[src/rtl/writeback_arbiter.sv]
// writeback_arbiter: round-robin merge of execute-unit results onto one registered writeback port
//   clk, rst (async, active-low)
//   ex_*  : per-unit result streams, unit i in slice i, ex_val/ex_rdy handshake
//   w_*   : one-entry output register, w_val/w_rdy handshake, w_src = producing unit
module writeback_arbiter #(
  parameter int p_num_units      = 4,
  parameter int p_seq_num_bits   = 5,
  parameter int p_phys_addr_bits = 6,
  localparam int SW = (p_num_units > 1) ? $clog2(p_num_units) : 1
) (
  input  logic                                    clk,
  input  logic                                    rst,
  input  logic [p_num_units-1:0]                  ex_val,
  output logic [p_num_units-1:0]                  ex_rdy,
  input  logic [32*p_num_units-1:0]               ex_pc,
  input  logic [p_seq_num_bits*p_num_units-1:0]   ex_seq_num,
  input  logic [5*p_num_units-1:0]                ex_waddr,
  input  logic [32*p_num_units-1:0]               ex_wdata,
  input  logic [p_num_units-1:0]                  ex_wen,
  input  logic [p_phys_addr_bits*p_num_units-1:0] ex_preg,
  input  logic [p_phys_addr_bits*p_num_units-1:0] ex_ppreg,
  output logic                                    w_val,
  input  logic                                    w_rdy,
  output logic [31:0]                             w_pc,
  output logic [p_seq_num_bits-1:0]               w_seq_num,
  output logic [4:0]                              w_waddr,
  output logic [31:0]                             w_wdata,
  output logic                                    w_wen,
  output logic [p_phys_addr_bits-1:0]             w_preg,
  output logic [p_phys_addr_bits-1:0]             w_ppreg,
  output logic [SW-1:0]                           w_src
);
  logic [31:0]                 pc_a    [p_num_units];
  logic [p_seq_num_bits-1:0]   seq_a   [p_num_units];
  logic [4:0]                  waddr_a [p_num_units];
  logic [31:0]                 wdata_a [p_num_units];
  logic [p_phys_addr_bits-1:0] preg_a  [p_num_units];
  logic [p_phys_addr_bits-1:0] ppreg_a [p_num_units];
  for (genvar i = 0; i < p_num_units; i++) begin : g_unpack
    assign pc_a[i]    = ex_pc[i*32 +: 32];
    assign seq_a[i]   = ex_seq_num[i*p_seq_num_bits +: p_seq_num_bits];
    assign waddr_a[i] = ex_waddr[i*5 +: 5];
    assign wdata_a[i] = ex_wdata[i*32 +: 32];
    assign preg_a[i]  = ex_preg[i*p_phys_addr_bits +: p_phys_addr_bits];
    assign ppreg_a[i] = ex_ppreg[i*p_phys_addr_bits +: p_phys_addr_bits];
  end
  logic [SW-1:0] rr_ptr;
  logic [SW-1:0] gnt_idx;
  logic          found;
  logic          gnt;
  logic [SW-1:0] rr_next;
  // Scan rr_ptr, rr_ptr+1, ... with an explicit modulo wrap so non-power-of-two unit counts work.
  always_comb begin
    found   = 1'b0;
    gnt_idx = '0;
    for (int k = 0; k < p_num_units; k++) begin
      int s;
      s = int'(rr_ptr) + k;
      if (s >= p_num_units) s = s - p_num_units;
      if (!found && ex_val[SW'(s)]) begin
        found   = 1'b1;
        gnt_idx = SW'(s);
      end
    end
  end
  // A draining result frees the slot in the same cycle; reset suppresses any grant.
  assign gnt     = rst & found & (!w_val | w_rdy);
  assign ex_rdy  = gnt ? ({{(p_num_units-1){1'b0}}, 1'b1} << gnt_idx) : '0;
  assign rr_next = (gnt_idx == SW'(p_num_units - 1)) ? '0 : gnt_idx + 1'b1;
  always_ff @(posedge clk or negedge rst) begin
    if (!rst) begin
      rr_ptr    <= '0;
      w_val     <= 1'b0;
      w_src     <= '0;
      w_pc      <= '0;
      w_seq_num <= '0;
      w_waddr   <= '0;
      w_wdata   <= '0;
      w_wen     <= 1'b0;
      w_preg    <= '0;
      w_ppreg   <= '0;
    end else if (gnt) begin
      rr_ptr    <= rr_next;
      w_val     <= 1'b1;
      w_src     <= gnt_idx;
      w_pc      <= pc_a[gnt_idx];
      w_seq_num <= seq_a[gnt_idx];
      w_waddr   <= waddr_a[gnt_idx];
      w_wdata   <= wdata_a[gnt_idx];
      w_wen     <= ex_wen[gnt_idx];
      w_preg    <= preg_a[gnt_idx];
      w_ppreg   <= ppreg_a[gnt_idx];
    end else if (w_rdy) begin
      w_val <= 1'b0;
    end
  end
endmodule

[config.mk]
export PLATFORM = sky130hd
export DESIGN_NAME = writeback_arbiter
export DESIGN_NICKNAME = d
export VERILOG_FILES = /design/src/rtl/writeback_arbiter.sv
export SDC_FILE = /design/constraint.sdc
export NUM_CORES = 1
export LEC_CHECK = 0
export CORE_AREA = 3 3 174 176
export CTS_BUF_LIST = sky130_fd_sc_hd__clkbuf_16
export DETAILED_ROUTE_END_ITERATION = 10
export DIE_AREA = 0 0 177 179
export GPL_TIMING_DRIVEN = 0
export MAX_ROUTING_LAYER = met4
export PLACE_DENSITY = 0.57
export SLEW_MARGIN = 30
export SYNTH_ARGS = -nofsm -noshare
export SYNTH_HDL_FRONTEND = slang
export SYNTH_SLANG_ARGS = --single-unit
[constraint.sdc]
create_clock -name clk -period 3.72 [get_ports clk]
set_input_delay 0.372 -clock clk [delete_from_list [all_inputs] [get_ports clk]]
set_output_delay 0.372 -clock clk [all_outputs]
set_load 0.01 [all_outputs]
==> report_table.html <==
<table>
<tr><th>Metric</th><th>Value</th></tr>
<tr><th colspan="2">Outcome</th></tr>
<tr><td>Status</td><td>complete, no violations</td></tr>
<tr><th colspan="2">Worst setup path</th></tr>
<tr><td>Highest fanout seen on the critical path</td><td>10</td></tr>
<tr><td>Cell chain of the critical path</td><td>clkdlybuf4s50_1 &gt; nor2_1 &gt; nand2_1 &gt; nand3_1 &gt; clkbuf_1 &gt; clkbuf_2 &gt; nor3_1 &gt; clkdlybuf4s50_1</td></tr>
<tr><td>Worst setup SP type</td><td>primary input</td></tr>
<tr><td>Category of the critical setup timing path</td><td>primary input to output port</td></tr>
<tr><td>Sort of element at the end of the critical path</td><td>output port</td></tr>
<tr><td>Endpoint required time on the critical path</td><td>3.35 ns</td></tr>
<tr><td>Worst path slowest cell</td><td>sky130_fd_sc_hd__clkbuf_1</td></tr>
<tr><td>Cell mode on critical path</td><td>sky130_fd_sc_hd__clkdlybuf4s50_1</td></tr>
<tr><td>Peak per-stage delay on the critical path</td><td>around 0.55 ns</td></tr>
<tr><td>Endpoint arrival time on the critical path</td><td>~3.1 ns</td></tr>
<tr><th colspan="2">Clock network</th></tr>
<tr><td>Number of buffers created by CTS</td><td>9</td></tr>
<tr><td>Num Clock Sinks</td><td>92</td></tr>
<tr><td>Root buffer selected by CTS</td><td>sky130_fd_sc_hd__clkbuf_16</td></tr>
<tr><td>CTS tree</td><td>yes</td></tr>
<tr><td>H-tree levels</td><td>3</td></tr>
<tr><td>Worst skew pair latency</td><td>0.35 ns</td></tr>
<tr><td>Clock-pin transition on the worst setup and hold timing paths</td><td>0.07 ns</td></tr>
<tr><td>Number of buffers between clock root and the deepest sink</td><td>2</td></tr>
<tr><th colspan="2">Flow run</th></tr>
<tr><td>Number of max-cap violations</td><td>0</td></tr>
<tr><th colspan="2">STA</th></tr>
<tr><td>Final-report setup violation count</td><td>0</td></tr>
<tr><td>Worst clock skew</td><td>0.0111 ns</td></tr>
<tr><td>Final Max Tran Viols</td><td>0</td></tr>
<tr><td>Fin. Hold Viols</td><td>0</td></tr>
<tr><td>Shortest clock period the worst path allows after layout</td><td>3.47 ns</td></tr>
<tr><td>Transition time at the pin with the least slew margin</td><td>around 0.71 ns</td></tr>
<tr><td>Unrepaired setup endpoints after global routing</td><td>no</td></tr>
<tr><td>Max-slew headroom at the worst pin</td><td>52.6%</td></tr>
<tr><td>Final Cycle Share</td><td>93.3%</td></tr>
<tr><td>Sum Neg Setup Slack</td><td>0 ns</td></tr>
<tr><td>Top achievable clock speed</td><td>0.288 GHz</td></tr>
<tr><th colspan="2">Synth</th></tr>
<tr><td>Proportion of synthesized flip-flops having asynchronous set or reset</td><td>100%</td></tr>
<tr><td>Cells after synthesis</td><td>521</td></tr>
<tr><td>Synth Net Count</td><td>876</td></tr>
<tr><td>Count of flip-flops with a built-in enable after synthesis</td><td>0</td></tr>
<tr><td>Most frequently used flop master after synthesis</td><td>sky130_fd_sc_hd__dfrtp_1</td></tr>
<tr><td>Sequential area share after synthesis</td><td>between 30% and 40%</td></tr>
<tr><td>Post-synthesis instance area</td><td>0.00587 sq mm</td></tr>
<tr><td>Yosys warnings</td><td>0</td></tr>
<tr><td>Register bit count reported by yosys</td><td>92</td></tr>
<tr><td>Count of distinct cell types in the synthesized netlist</td><td>28</td></tr>
<tr><td>Mapped Avg Cell Area</td><td>11.3 sq um</td></tr>
<tr><th colspan="2">Placement</th></tr>
<tr><td>Routability-driven placement congestion ratio</td><td>a little over 0.8</td></tr>
<tr><td>Placed standard-cell area</td><td>0.0109 sq mm</td></tr>
<tr><td>Detailed-placement wirelength estimate</td><td>23,000 um</td></tr>
<tr><td>Buffers on Ports</td><td>448</td></tr>
<tr><th colspan="2">Die</th></tr>
<tr><td>Width of the chip</td><td>roughly 180 um</td></tr>
<tr><td>Standard-cell rows</td><td>62</td></tr>
<tr><td>Die area</td><td>0.0317 sq mm</td></tr>
<tr><td>Starting density of the core</td><td>between 20 and 25%</td></tr>
<tr><td>Top-Level Pins</td><td>449</td></tr>
<tr><td>Floorplan core area</td><td>0.0288 sq mm</td></tr>
<tr><td>Die height</td><td>179 um</td></tr>
<tr><th colspan="2">Cells and area</th></tr>
<tr><td>Share of cells above drive strength 1</td><td>8.95%</td></tr>
<tr><td>Storage element area</td><td>0.00230 sq mm</td></tr>
<tr><td>Layout Cell Area excl Fill</td><td>0.0113 sq mm</td></tr>
<tr><td>Nets</td><td>1,344</td></tr>
<tr><td>Number of fillers in the final layout</td><td>2,811</td></tr>
<tr><td>Multi-input combinational cell area</td><td>0.00321 sq mm</td></tr>
<tr><td>Layout-stage area growth over the synthesis result</td><td>93.0%</td></tr>
<tr><td>Antenna diode instance count</td><td>0</td></tr>
<tr><th colspan="2">Route</th></tr>
<tr><td>Total wire length after detailed routing</td><td>29,300 um</td></tr>
<tr><td>Detailed-route wire length per cell</td><td>21.3 um</td></tr>
<tr><td>Routed via count</td><td>6,173</td></tr>
<tr><td>Starting DRT DRC Count</td><td>242</td></tr>
<tr><td>Number of vias per cell</td><td>4.48</td></tr>
<tr><td>Number of detailed-route iterations in the first pass</td><td>4</td></tr>
<tr><td>Antenna Violating Nets Remaining</td><td>0</td></tr>
<tr><td>Drt drc</td><td>0</td></tr>
<tr><th colspan="2">Global routing</th></tr>
<tr><td>Vias in the first global route</td><td>6,637</td></tr>
<tr><td>First-pass GRT wire length</td><td>41,400 um</td></tr>
<tr><td>GR Overflow Total</td><td>0</td></tr>
<tr><td>Initial antenna violation count</td><td>0</td></tr>
<tr><td>Maximum number of pins on one net before global-route repair</td><td>26</td></tr>
<tr><td>GRT Resource Usage Total</td><td>18.1%</td></tr>
<tr><th colspan="2">Power</th></tr>
<tr><td>Worst IR Drop VDD</td><td>0.189 mV</td></tr>
<tr><td>Overall Power</td><td>between 0.006 and 0.007 W</td></tr>
<tr><td>Total power density per cell area</td><td>569 mW/mm^2</td></tr>
<tr><td>Pleak</td><td>4.76 nW</td></tr>
<tr><th colspan="2">Min path</th></tr>
<tr><td>Hold Path Class</td><td>primary input to async pin</td></tr>
</table>
-- power breakdown --
group          internal [W]  total (W)  switching, W
Combinational       0.00199    0.00368       0.00169
Sequential          0.00144    0.00169      0.000252
Clock              0.000651    0.00107      0.000423
Total               0.00408    0.00645       0.00236
-- worst paths after layout --
kind                       cells past startpoint         end  slack (ns)        from
min                                            3    w_pc[29]        0.07         rst
min reg2reg                                    2  w_wdata[7]        0.49  w_wdata[7]
max reg2reg                                    7    w_pc[20]        1.42   rr_ptr[1]
max                                            8   ex_rdy[2]        0.25   ex_val[3]
max in group asynchronous                      3    w_pc[14]        2.49         rst
min in group clk                               4       w_val        0.40         rst
-- Yosys cell counts, types with 2 or more instances --
cell type                    n  area, sq um
sky130_fd_sc_hd__o221ai_2   30          450
sky130_fd_sc_hd__inv_1       2         7.51
sky130_fd_sc_hd__dfrtp_1    92         2300
sky130_fd_sc_hd__nor3b_1     2         15.0
sky130_fd_sc_hd__nand2b_1    4         25.0
sky130_fd_sc_hd__buf_2      16         80.1
sky130_fd_sc_hd__buf_4       2         15.0
sky130_fd_sc_hd__nand2_1    93          349
sky130_fd_sc_hd__nor2_1      2         7.51
sky130_fd_sc_hd__buf_6      16          180
sky130_fd_sc_hd__clkbuf_1   14         52.6
sky130_fd_sc_hd__o221ai_1   57          499
sky130_fd_sc_hd__a21oi_1     2         10.0
sky130_fd_sc_hd__mux2i_1   175         1750
-- registers in the layout, summed over array words and instances, names as in the netlist --
register   flops
w_wen          1
w_src          2
w_waddr        5
w_seq_num      5
w_wdata       32
rr_ptr         2
w_val          1
w_pc          32
w_preg         6
w_ppreg        6
-- final cells by class --
class                   count  area share (%)
clock inverters             7           0.961
multi-input cells         377            28.3
repair buffers            457            41.0
plain buffers              50            3.07
inverters                   2          0.0663
well taps                 384            4.24
clock buffers               9            1.99
flip-flops and latches     92            20.3
-- cell usage in the layout (no fill, tap or decap), types with 2 or more instances in the layout --
master	netlist	routed
sky130_fd_sc_hd__clkdlybuf4s50_1	0	447
sky130_fd_sc_hd__mux2i_1	175	175
sky130_fd_sc_hd__nand2_1	93	93
sky130_fd_sc_hd__dfrtp_1	92	92
sky130_fd_sc_hd__o221ai_1	57	57
sky130_fd_sc_hd__o221ai_2	30	30
sky130_fd_sc_hd__buf_6	16	17
sky130_fd_sc_hd__buf_2	16	16
sky130_fd_sc_hd__clkbuf_1	14	13
sky130_fd_sc_hd__clkbuf_16	0	9
sky130_fd_sc_hd__inv_1	2	5
sky130_fd_sc_hd__nand2b_1	4	4
sky130_fd_sc_hd__dlygate4sd3_1	0	4
sky130_fd_sc_hd__bufinv_16	0	3
sky130_fd_sc_hd__buf_12	0	3
sky130_fd_sc_hd__a21oi_1	2	2
sky130_fd_sc_hd__nor2_1	2	2
sky130_fd_sc_hd__buf_4	2	2
sky130_fd_sc_hd__nor3b_1	2	2
sky130_fd_sc_hd__buf_16	0	2
-- through the flow --
step | hold WS [ns] | utilization [%] | instances | setup slack [ns]
after global routing | 0.0621 | 39.3 | 1378 | 0.0200
after floorplan | 0.0764 | - | 521 | 1.78
after global placement | 0.468 | 37.6 | 1353 | -4.54
final | 0.0736 | 39.3 | 1378 | 0.248
after CTS | 0.0460 | 39.3 | 1378 | 0.136
after detailed placement | 0.356 | 37.7 | 1354 | -0.0586
-- layer usage --
metal  routed length, um  GRT usage [%]  vias to the layer above
met5                   0              -                        -
met4                 402           3.83                        0
met3                2140           4.02                       22
met2               15100           31.6                      256
met1               11700           21.4                     2967
li1                    -              -                     2928
-- cells by family (layout without fill, tap and decap cells) --
family                 Yosys count  after routing  share of synthesized area [%]
XOR/XNOR                         1              1                          0.149
flip-flops                      92             92                           39.2
buffers and inverters           52            525                           6.04
AO/OA/AOI/OAI                   94             94                           17.2
multiplexers                   176            176                           30.1
AND/OR/NAND/NOR                106            106                           7.30
-- worst max-delay path, delay by kind of cell --
kind                   cells  cell delay [ns]
buffers and inverters      4             1.95
AND/OR/NAND/NOR            4             0.76
-- timing repair --
action                     4_1_cts  5_1_grt
hold buffers                     8        0
buffers inserted                 0        0
gates resized for setup          1        0
hold endpoints to repair        42        0
setup endpoints to repair        3        0
No activity file was read; power rests on OpenSTA's default activity.
